### src/rtl/punc_control_pkg.sv
// ============================================================================
//  Module   : punc_control_pkg
//  Brief    : Shared encodings for the PUnC control unit (opcodes, states, selects).
//  Revision : 1.0
// ============================================================================
`default_nettype none

package punc_control_pkg;

    typedef enum logic [2:0] {
        S_INIT   = 3'd0,
        S_FETCH  = 3'd1,
        S_DECODE = 3'd2,
        S_EXEC   = 3'd3,
        S_EXEC2  = 3'd4,
        S_HALT   = 3'd5
    } state_t;

    localparam logic [3:0] c_op_br   = 4'b0000;
    localparam logic [3:0] c_op_add  = 4'b0001;
    localparam logic [3:0] c_op_ld   = 4'b0010;
    localparam logic [3:0] c_op_st   = 4'b0011;
    localparam logic [3:0] c_op_jsr  = 4'b0100;
    localparam logic [3:0] c_op_and  = 4'b0101;
    localparam logic [3:0] c_op_ldr  = 4'b0110;
    localparam logic [3:0] c_op_str  = 4'b0111;
    localparam logic [3:0] c_op_rti  = 4'b1000;
    localparam logic [3:0] c_op_not  = 4'b1001;
    localparam logic [3:0] c_op_ldi  = 4'b1010;
    localparam logic [3:0] c_op_sti  = 4'b1011;
    localparam logic [3:0] c_op_jmp  = 4'b1100;
    localparam logic [3:0] c_op_res  = 4'b1101;
    localparam logic [3:0] c_op_lea  = 4'b1110;
    localparam logic [3:0] c_op_trap = 4'b1111;

    localparam logic [1:0] c_pc_sel_off9  = 2'd0;
    localparam logic [1:0] c_pc_sel_off11 = 2'd1;
    localparam logic [1:0] c_pc_sel_rp    = 2'd2;

    localparam logic [1:0] c_mem_r_pc   = 2'd0;
    localparam logic [1:0] c_mem_r_off9 = 2'd1;
    localparam logic [1:0] c_mem_r_rp6  = 2'd2;
    localparam logic [1:0] c_mem_r_temp = 2'd3;

    localparam logic [1:0] c_mem_w_off9 = 2'd0;
    localparam logic [1:0] c_mem_w_temp = 2'd2;

    localparam logic [1:0] c_rf_wd_alu  = 2'd0;
    localparam logic [1:0] c_rf_wd_mem  = 2'd1;
    localparam logic [1:0] c_rf_wd_pc   = 2'd2;
    localparam logic [1:0] c_rf_wd_off9 = 2'd3;

    localparam logic c_rf_wa_ir = 1'b0;
    localparam logic c_rf_wa_r7 = 1'b1;

    localparam logic c_rp_ir86  = 1'b0;
    localparam logic c_rp_ir119 = 1'b1;

    localparam logic [1:0] c_alu_add  = 2'd0;
    localparam logic [1:0] c_alu_and  = 2'd1;
    localparam logic [1:0] c_alu_not  = 2'd2;
    localparam logic [1:0] c_alu_pass = 2'd3;

    typedef struct packed {
        logic       pc_ld;
        logic       pc_clr;
        logic       pc_inc;
        logic [1:0] pc_sel;
        logic       ir_ld;
        logic       ir_clr;
        logic       mem_rd;
        logic       mem_wr;
        logic [1:0] mem_r_addr_sel;
        logic [1:0] mem_w_addr_sel;
        logic [1:0] rf_w_data_sel;
        logic       rf_w_addr_sel;
        logic       rf_w_wr;
        logic       rf_rp_addr_sel;
        logic       rf_rp_rd;
        logic       rf_rq_rd;
        logic       temp_ld;
        logic       nzp_ld;
        logic       nzp_clr;
        logic [1:0] alu_sel;
        logic       alu_first_val_sel;
    } ctrl_t;

    // LDI/STI/STR need a second execute cycle to go through the temp register.
    function automatic logic is_two_phase(input logic [3:0] op);
        return (op == c_op_ldi) || (op == c_op_sti) || (op == c_op_str);
    endfunction

endpackage

`default_nettype wire

### src/rtl/punc_control_decode.sv
// ============================================================================
//  Module   : punc_control_decode
//  Brief    : Combinational map from (state, ir, nzp_true) to datapath strobes.
//  Revision : 1.0
// ============================================================================
`default_nettype none

module punc_control_decode
    import punc_control_pkg::*;
(
    input  state_t      state,
    input  logic [15:0] ir,
    input  logic        nzp_true,
    output ctrl_t       ctrl
);

    logic [3:0] w_op;
    logic       w_unused_ir_bits;

    assign w_op             = ir[15:12];
    assign w_unused_ir_bits = ^{ir[10:6], ir[4:0]};

    always_comb begin
        ctrl = '0;
        case (state)
            S_INIT: begin
                ctrl.pc_clr  = 1'b1;
                ctrl.ir_clr  = 1'b1;
                ctrl.nzp_clr = 1'b1;
            end
            S_FETCH: begin
                ctrl.mem_rd         = 1'b1;
                ctrl.mem_r_addr_sel = c_mem_r_pc;
                ctrl.ir_ld          = 1'b1;
                ctrl.pc_inc         = 1'b1;
            end
            S_EXEC: begin
                case (w_op)
                    c_op_add, c_op_and: begin
                        ctrl.rf_rp_addr_sel    = c_rp_ir86;
                        ctrl.rf_rp_rd          = 1'b1;
                        ctrl.rf_rq_rd          = 1'b1;
                        ctrl.alu_first_val_sel = ir[5];
                        ctrl.alu_sel           = (w_op == c_op_add) ? c_alu_add : c_alu_and;
                        ctrl.rf_w_addr_sel     = c_rf_wa_ir;
                        ctrl.rf_w_data_sel     = c_rf_wd_alu;
                        ctrl.rf_w_wr           = 1'b1;
                        ctrl.nzp_ld            = 1'b1;
                    end
                    c_op_not: begin
                        ctrl.rf_rp_addr_sel = c_rp_ir86;
                        ctrl.rf_rp_rd       = 1'b1;
                        ctrl.alu_sel        = c_alu_not;
                        ctrl.rf_w_wr        = 1'b1;
                        ctrl.nzp_ld         = 1'b1;
                    end
                    c_op_br: begin
                        ctrl.pc_sel = c_pc_sel_off9;
                        ctrl.pc_ld  = nzp_true;
                    end
                    c_op_jmp: begin
                        ctrl.rf_rp_addr_sel = c_rp_ir86;
                        ctrl.rf_rp_rd       = 1'b1;
                        ctrl.pc_sel         = c_pc_sel_rp;
                        ctrl.pc_ld          = 1'b1;
                    end
                    c_op_jsr: begin
                        ctrl.rf_w_addr_sel = c_rf_wa_r7;
                        ctrl.rf_w_data_sel = c_rf_wd_pc;
                        ctrl.rf_w_wr       = 1'b1;
                        ctrl.pc_ld         = 1'b1;
                        ctrl.pc_sel        = ir[11] ? c_pc_sel_off11 : c_pc_sel_rp;
                        ctrl.rf_rp_rd      = ~ir[11];
                    end
                    c_op_ld, c_op_ldr: begin
                        ctrl.mem_rd         = 1'b1;
                        ctrl.mem_r_addr_sel = (w_op == c_op_ld) ? c_mem_r_off9 : c_mem_r_rp6;
                        // LDR forms its address from Rp, so the base register is read.
                        ctrl.rf_rp_rd       = (w_op == c_op_ldr);
                        ctrl.rf_w_data_sel  = c_rf_wd_mem;
                        ctrl.rf_w_wr        = 1'b1;
                        ctrl.nzp_ld         = 1'b1;
                    end
                    c_op_lea: begin
                        ctrl.rf_w_data_sel = c_rf_wd_off9;
                        ctrl.rf_w_wr       = 1'b1;
                        ctrl.nzp_ld        = 1'b1;
                    end
                    c_op_st: begin
                        ctrl.rf_rp_addr_sel = c_rp_ir119;
                        ctrl.rf_rp_rd       = 1'b1;
                        ctrl.mem_wr         = 1'b1;
                        ctrl.mem_w_addr_sel = c_mem_w_off9;
                    end
                    c_op_ldi, c_op_sti: begin
                        ctrl.mem_rd         = 1'b1;
                        ctrl.mem_r_addr_sel = c_mem_r_off9;
                        ctrl.temp_ld        = 1'b1;
                    end
                    c_op_str: begin
                        ctrl.rf_rp_addr_sel = c_rp_ir86;
                        ctrl.rf_rp_rd       = 1'b1;
                        ctrl.temp_ld        = 1'b1;
                    end
                    c_op_rti, c_op_res, c_op_trap: ;
                    default: ;
                endcase
            end
            S_EXEC2: begin
                case (w_op)
                    c_op_ldi: begin
                        ctrl.mem_rd         = 1'b1;
                        ctrl.mem_r_addr_sel = c_mem_r_temp;
                        ctrl.rf_w_data_sel  = c_rf_wd_mem;
                        ctrl.rf_w_wr        = 1'b1;
                        ctrl.nzp_ld         = 1'b1;
                    end
                    c_op_sti, c_op_str: begin
                        ctrl.rf_rp_addr_sel = c_rp_ir119;
                        ctrl.rf_rp_rd       = 1'b1;
                        ctrl.mem_wr         = 1'b1;
                        ctrl.mem_w_addr_sel = c_mem_w_temp;
                    end
                    default: ;
                endcase
            end
            default: ;
        endcase
    end

endmodule

`default_nettype wire

### src/rtl/punc_control.sv
// ============================================================================
//  Module   : punc_control
//  Brief    : PUnC LC3 control sequencer; PUNC_TRAP_HALT_EN makes opcode 1111 halt.
//  Revision : 1.0
// ============================================================================
`default_nettype none

module punc_control
    import punc_control_pkg::*;
(
    input  logic        clk,
    input  logic        rst,
    input  logic [15:0] ir,
    input  logic        nzp_true,
    output logic        pc_ld,
    output logic        pc_clr,
    output logic        pc_inc,
    output logic [1:0]  pc_sel,
    output logic        ir_ld,
    output logic        ir_clr,
    output logic        mem_rd,
    output logic        mem_wr,
    output logic [1:0]  mem_r_addr_sel,
    output logic [1:0]  mem_w_addr_sel,
    output logic [1:0]  rf_w_data_sel,
    output logic        rf_w_addr_sel,
    output logic        rf_w_wr,
    output logic        rf_rp_addr_sel,
    output logic        rf_rp_rd,
    output logic        rf_rq_rd,
    output logic        temp_ld,
    output logic        nzp_ld,
    output logic        nzp_clr,
    output logic [1:0]  alu_sel,
    output logic        alu_first_val_sel
);

    state_t r_state;
    state_t w_next_state;
    ctrl_t  w_ctrl;

    always_comb begin
        w_next_state = r_state;
        case (r_state)
            S_INIT:   w_next_state = S_FETCH;
            S_FETCH:  w_next_state = S_DECODE;
            S_DECODE: begin
`ifdef PUNC_TRAP_HALT_EN
                w_next_state = (ir[15:12] == c_op_trap) ? S_HALT : S_EXEC;
`else
                w_next_state = S_EXEC;
`endif
            end
            S_EXEC:   w_next_state = is_two_phase(ir[15:12]) ? S_EXEC2 : S_FETCH;
            S_EXEC2:  w_next_state = S_FETCH;
            S_HALT:   w_next_state = S_HALT;
            default:  w_next_state = S_INIT;
        endcase
    end

    // Asynchronous reset so a write in flight is dropped the moment rst falls.
    always_ff @(posedge clk or negedge rst) begin
        if (!rst) begin
            r_state <= S_INIT;
        end else begin
            r_state <= w_next_state;
        end
    end

    punc_control_decode u_decode (
        .state    (r_state),
        .ir       (ir),
        .nzp_true (nzp_true),
        .ctrl     (w_ctrl)
    );

    assign pc_ld             = w_ctrl.pc_ld;
    assign pc_clr            = w_ctrl.pc_clr;
    assign pc_inc            = w_ctrl.pc_inc;
    assign pc_sel            = w_ctrl.pc_sel;
    assign ir_ld             = w_ctrl.ir_ld;
    assign ir_clr            = w_ctrl.ir_clr;
    assign mem_rd            = w_ctrl.mem_rd;
    assign mem_wr            = w_ctrl.mem_wr;
    assign mem_r_addr_sel    = w_ctrl.mem_r_addr_sel;
    assign mem_w_addr_sel    = w_ctrl.mem_w_addr_sel;
    assign rf_w_data_sel     = w_ctrl.rf_w_data_sel;
    assign rf_w_addr_sel     = w_ctrl.rf_w_addr_sel;
    assign rf_w_wr           = w_ctrl.rf_w_wr;
    assign rf_rp_addr_sel    = w_ctrl.rf_rp_addr_sel;
    assign rf_rp_rd          = w_ctrl.rf_rp_rd;
    assign rf_rq_rd          = w_ctrl.rf_rq_rd;
    assign temp_ld           = w_ctrl.temp_ld;
    assign nzp_ld            = w_ctrl.nzp_ld;
    assign nzp_clr           = w_ctrl.nzp_clr;
    assign alu_sel           = w_ctrl.alu_sel;
    assign alu_first_val_sel = w_ctrl.alu_first_val_sel;

endmodule

`default_nettype wire
### config.mk
export PLATFORM = sky130hd
export DESIGN_NAME = punc_control
export DESIGN_NICKNAME = d
export VERILOG_FILES = /design/src/rtl/punc_control_pkg.sv /design/src/rtl/punc_control_decode.sv /design/src/rtl/punc_control.sv
export SDC_FILE = /design/constraint.sdc
export NUM_CORES = 1
export LEC_CHECK = 0
export CAP_MARGIN = 20
export CORE_MARGIN = 2
export CORE_UTILIZATION = 37
export CTS_CLUSTER_SIZE = 20
export DETAILED_ROUTE_END_ITERATION = 8
export MAX_ROUTING_LAYER = met4
export PLACE_DENSITY = 0.9
export SYNTH_ARGS = -nofsm -noshare
export SYNTH_HDL_FRONTEND = slang
export SYNTH_SLANG_ARGS = --single-unit
### constraint.sdc
create_clock -name clk -period 2.9 [get_ports clk]
set_input_delay 0.87 -clock clk [delete_from_list [all_inputs] [get_ports clk]]
set_output_delay 0.87 -clock clk [all_outputs]
set_load 0.01 [all_outputs]
==> flow_summary.toml <==
[yosys]
synth_seq_cells = 3
synth_fp_nets = 101
synth.top_cell.area_share = 0.1179
synth_cells = 82
synth.area.top_cells = "dfrtp_1, buf_4, buf_6"
yosysSeqAreaShare = 0.1179
syn_area_per_cell_um2 = 7.767
async_flop_share = 1.000
synthesis.area_um2 = 636.9
yosysTopAreaCell = "dfrtp_1"
dominantRegCellSynth = "dfrtp_1"
synth_enable_flop_cells = 0
ys_warn_count = 0
ys_types = 38

[global_routing]
antenna_found_initial = 0
grt_util_met3 = 0.02381
first_global_vias = 641
grt_pass1_wl_mm = 3.105
busiest_layer = "met2"
grt_use_total = 0.2122
use_met2 = 0.3268
grt_overflow = 0
grt_max_degree = 10
gr-usage-met1 = 0.2833

[run]
drv_cap = 0

[setup_path]
crit_path_end_kind = "output port"
path_cells = "dlygate4sd2_1, buf_6, nor3b_1, a21oi_1, o211ai_1, clkdlybuf4s15_1"
worst-endpoint-arrival_ps = 2040
timing.rr.start = "r_state[2]$_DFF_PN0_"
worstSetupPathType = "input port to output port"
rrSetupSlack_ps = 1810
reg2reg_depth = 3
cp.required_ps = 2030
path_max_fanout = 6
slowest_delay_ps = 270
crit_path_top_delay_cell = "clkdlybuf4s15_1"
cp-start-kind = "input port"
r2r_end = "r_state[2]$_DFF_PN0_"

[timing]
fmax_mhz = 344.2
finalSetupViolations = 1
grt_setup_unrepaired = "yes"
period_share = 1.002
finalHoldViolCount = 0
min_period_ps = 2906
clock_skew_ps = 8.580
finalMaxSlewViolations = 0
fin_ws_ps = -5.644

[final_layout]
area_delta_synth_final_pct = 65.81
layout_commonest_cell = "buf_4"
final_core_util = 0.6774
final_cell_mix = "buf_4, dlygate4sd2_1, clkdlybuf4s50_1, a21oi_1, clkbuf_2"
reg.largest.list = "r_state x3"
largest_register_ffs = 3
layout-drive-gt1-share = 0.3858
nets = 147
fill_cells = 127
multi_input_area_um2 = 455.4
finalNonFillerCells = 143
seq_area_um2 = 75.07
regMostFlops = "r_state"
n_antenna_cell = 0

[hold_path]
min_to = "r_state[1]$_DFF_PN0_"
min_from = "r_state[2]$_DFF_PN0_"
holdPathStages = 2
hp-class = "register to register"

[drt]
firstDrtPassIters = 4
wl_per_cell_um = 14.64
wl_mm = 2.094
drc = 0
num_vias = 793
drt.antenna.violating_nets = 0
routed_via_density = 5.545
drt_iter0_drc = 29

[floorplanning]
initial_core_util = 0.4085
dieArea_um2 = 2069
coreArea_um2 = 1559
die_w_um = 45.49
io_pins = 45
fp.dieH_um = 45.49
rows = 14

[clocking]
clk_pin_slew_ps = 30
root_buffer = "clkbuf_4"
clk-insertion-delay-late_ps = 230
htreeDepth = 1
cts_tree = "yes"
cts_made_buffers = 3
cts_buffer_depth = 2
cts_num_sinks = 3

[status]
status = "finished with violations"
violations = "negative setup slack"

[power]
power.density_nw_per_um2 = 560.4
power_leakage_uw = 0.0005079
max-vdd-ir-drop_mv = 0.3901

[place]
dp_cells = 134
hpwl_mm = 1.471
gp_congestion = 0.8930
portBuffers = 33
-- cells in the mapped netlist (2+ instances only) --
library cell and n:
a21oi_1 6, and3b_1 2, and4bb_2 2, buf_2 3, buf_4 7, buf_6 3
dfrtp_1 3, inv_1 3, nand2_1 3, nand2b_1 3, nand3_1 2, nand3b_1 3
nor2_1 3, nor2b_1 3, nor3_1 5, nor3b_1 2, o211ai_1 2, o21ai_0 5
o21ai_1 3
-- metal layers --
layer | up-vias | wire length [um] | part of all wire
li1 | 379 | - | -
met1 | 373 | 886 | 0.42
met2 | 36 | 1089 | 0.52
met3 | 5 | 86 | 0.041
met4 | 0 | 31 | 0.015
met5 | - | 0 | 0
-- cell families after synthesis --
| kind of cell | share of synthesized area |
|---|---|
| AND/OR/NAND/NOR | 0.4165 |
| XOR/XNOR | 0.02751 |
| other | 0.005888 |
| flip-flops | 0.1179 |
| buffers and inverters | 0.1984 |
| AO/OA/AOI/OAI | 0.2181 |
| multiplexers | 0.01572 |
-- how the worst max path moves through the flow --
stage                start                to  slack [ps]  cells past startpoint
finish              ir[12]           rf_w_wr          -6                      6
floorplan           ir[15]    rf_rp_addr_sel         260                      5
detailed placement  ir[15]  rf_w_data_sel[0]        -630                      6
global route        ir[14]           rf_w_wr         -60                      6
CTS                 ir[14]            mem_wr         -50                      6
global placement    ir[13]          rf_rp_rd        -580                      6
-- through the flow --
| stage | setup WS (ps) | hold slack [ps] | setup TNS (ps) | cell area [um2] | power (uW) |
|---|---|---|---|---|---|
| 6_report | -5.644 | 674.4 | -5.644 | 1056 | 591.8 |
| 5_1_grt | -58.37 | 711.5 | -84.26 | 1056 | 627.6 |
| 4_1_cts | -48.42 | 671.4 | -96.13 | 1075 | 586.5 |
| 3_5_place_dp | -628.9 | 661.8 | -10640 | 999.7 | 526.2 |
| 3_3_place_gp | -577.4 | 650.2 | -10080 | 999.7 | 512.7 |
| 2_1_floorplan | 262.4 | 518.5 | 0 | 636.9 | 393.5 |
-- power breakdown --
group / total, uW / leakage, uW / switching [uW] / internal, uW
logic: 425 / 0.000456 / 208 / 218
clock network: 73.6 / 0.0000150 / 22.1 / 51.6
registers: 93.0 / 0.0000366 / 33.0 / 60.0
-- what timing repair did --
action,4_1_cts,5_1_grt
cloned,1,0
gates resized for setup,51,13
hold buffers,0,0
setup buffers,4,0
pin swaps,2,1
endpoints found under the setup margin,20,14
-- critical path: cells and delay by family --
kind            cells  cell delay, ps
simple gates        1             260
buf+inv             3             660
compound gates      2             250
-- final cells by class --
| cell class | instances | area share |
|---|---|---|
| Clock buffer | 4 | 0.02488 |
| Multi-Input combinational cell | 62 | 0.4313 |
| Tap cell | 16 | 0.01896 |
| Inverter | 3 | 0.01066 |
| Sequential cell | 3 | 0.07109 |
| Timing Repair Buffer | 55 | 0.4431 |
Note: power is estimated with default switching activity, not from simulation.
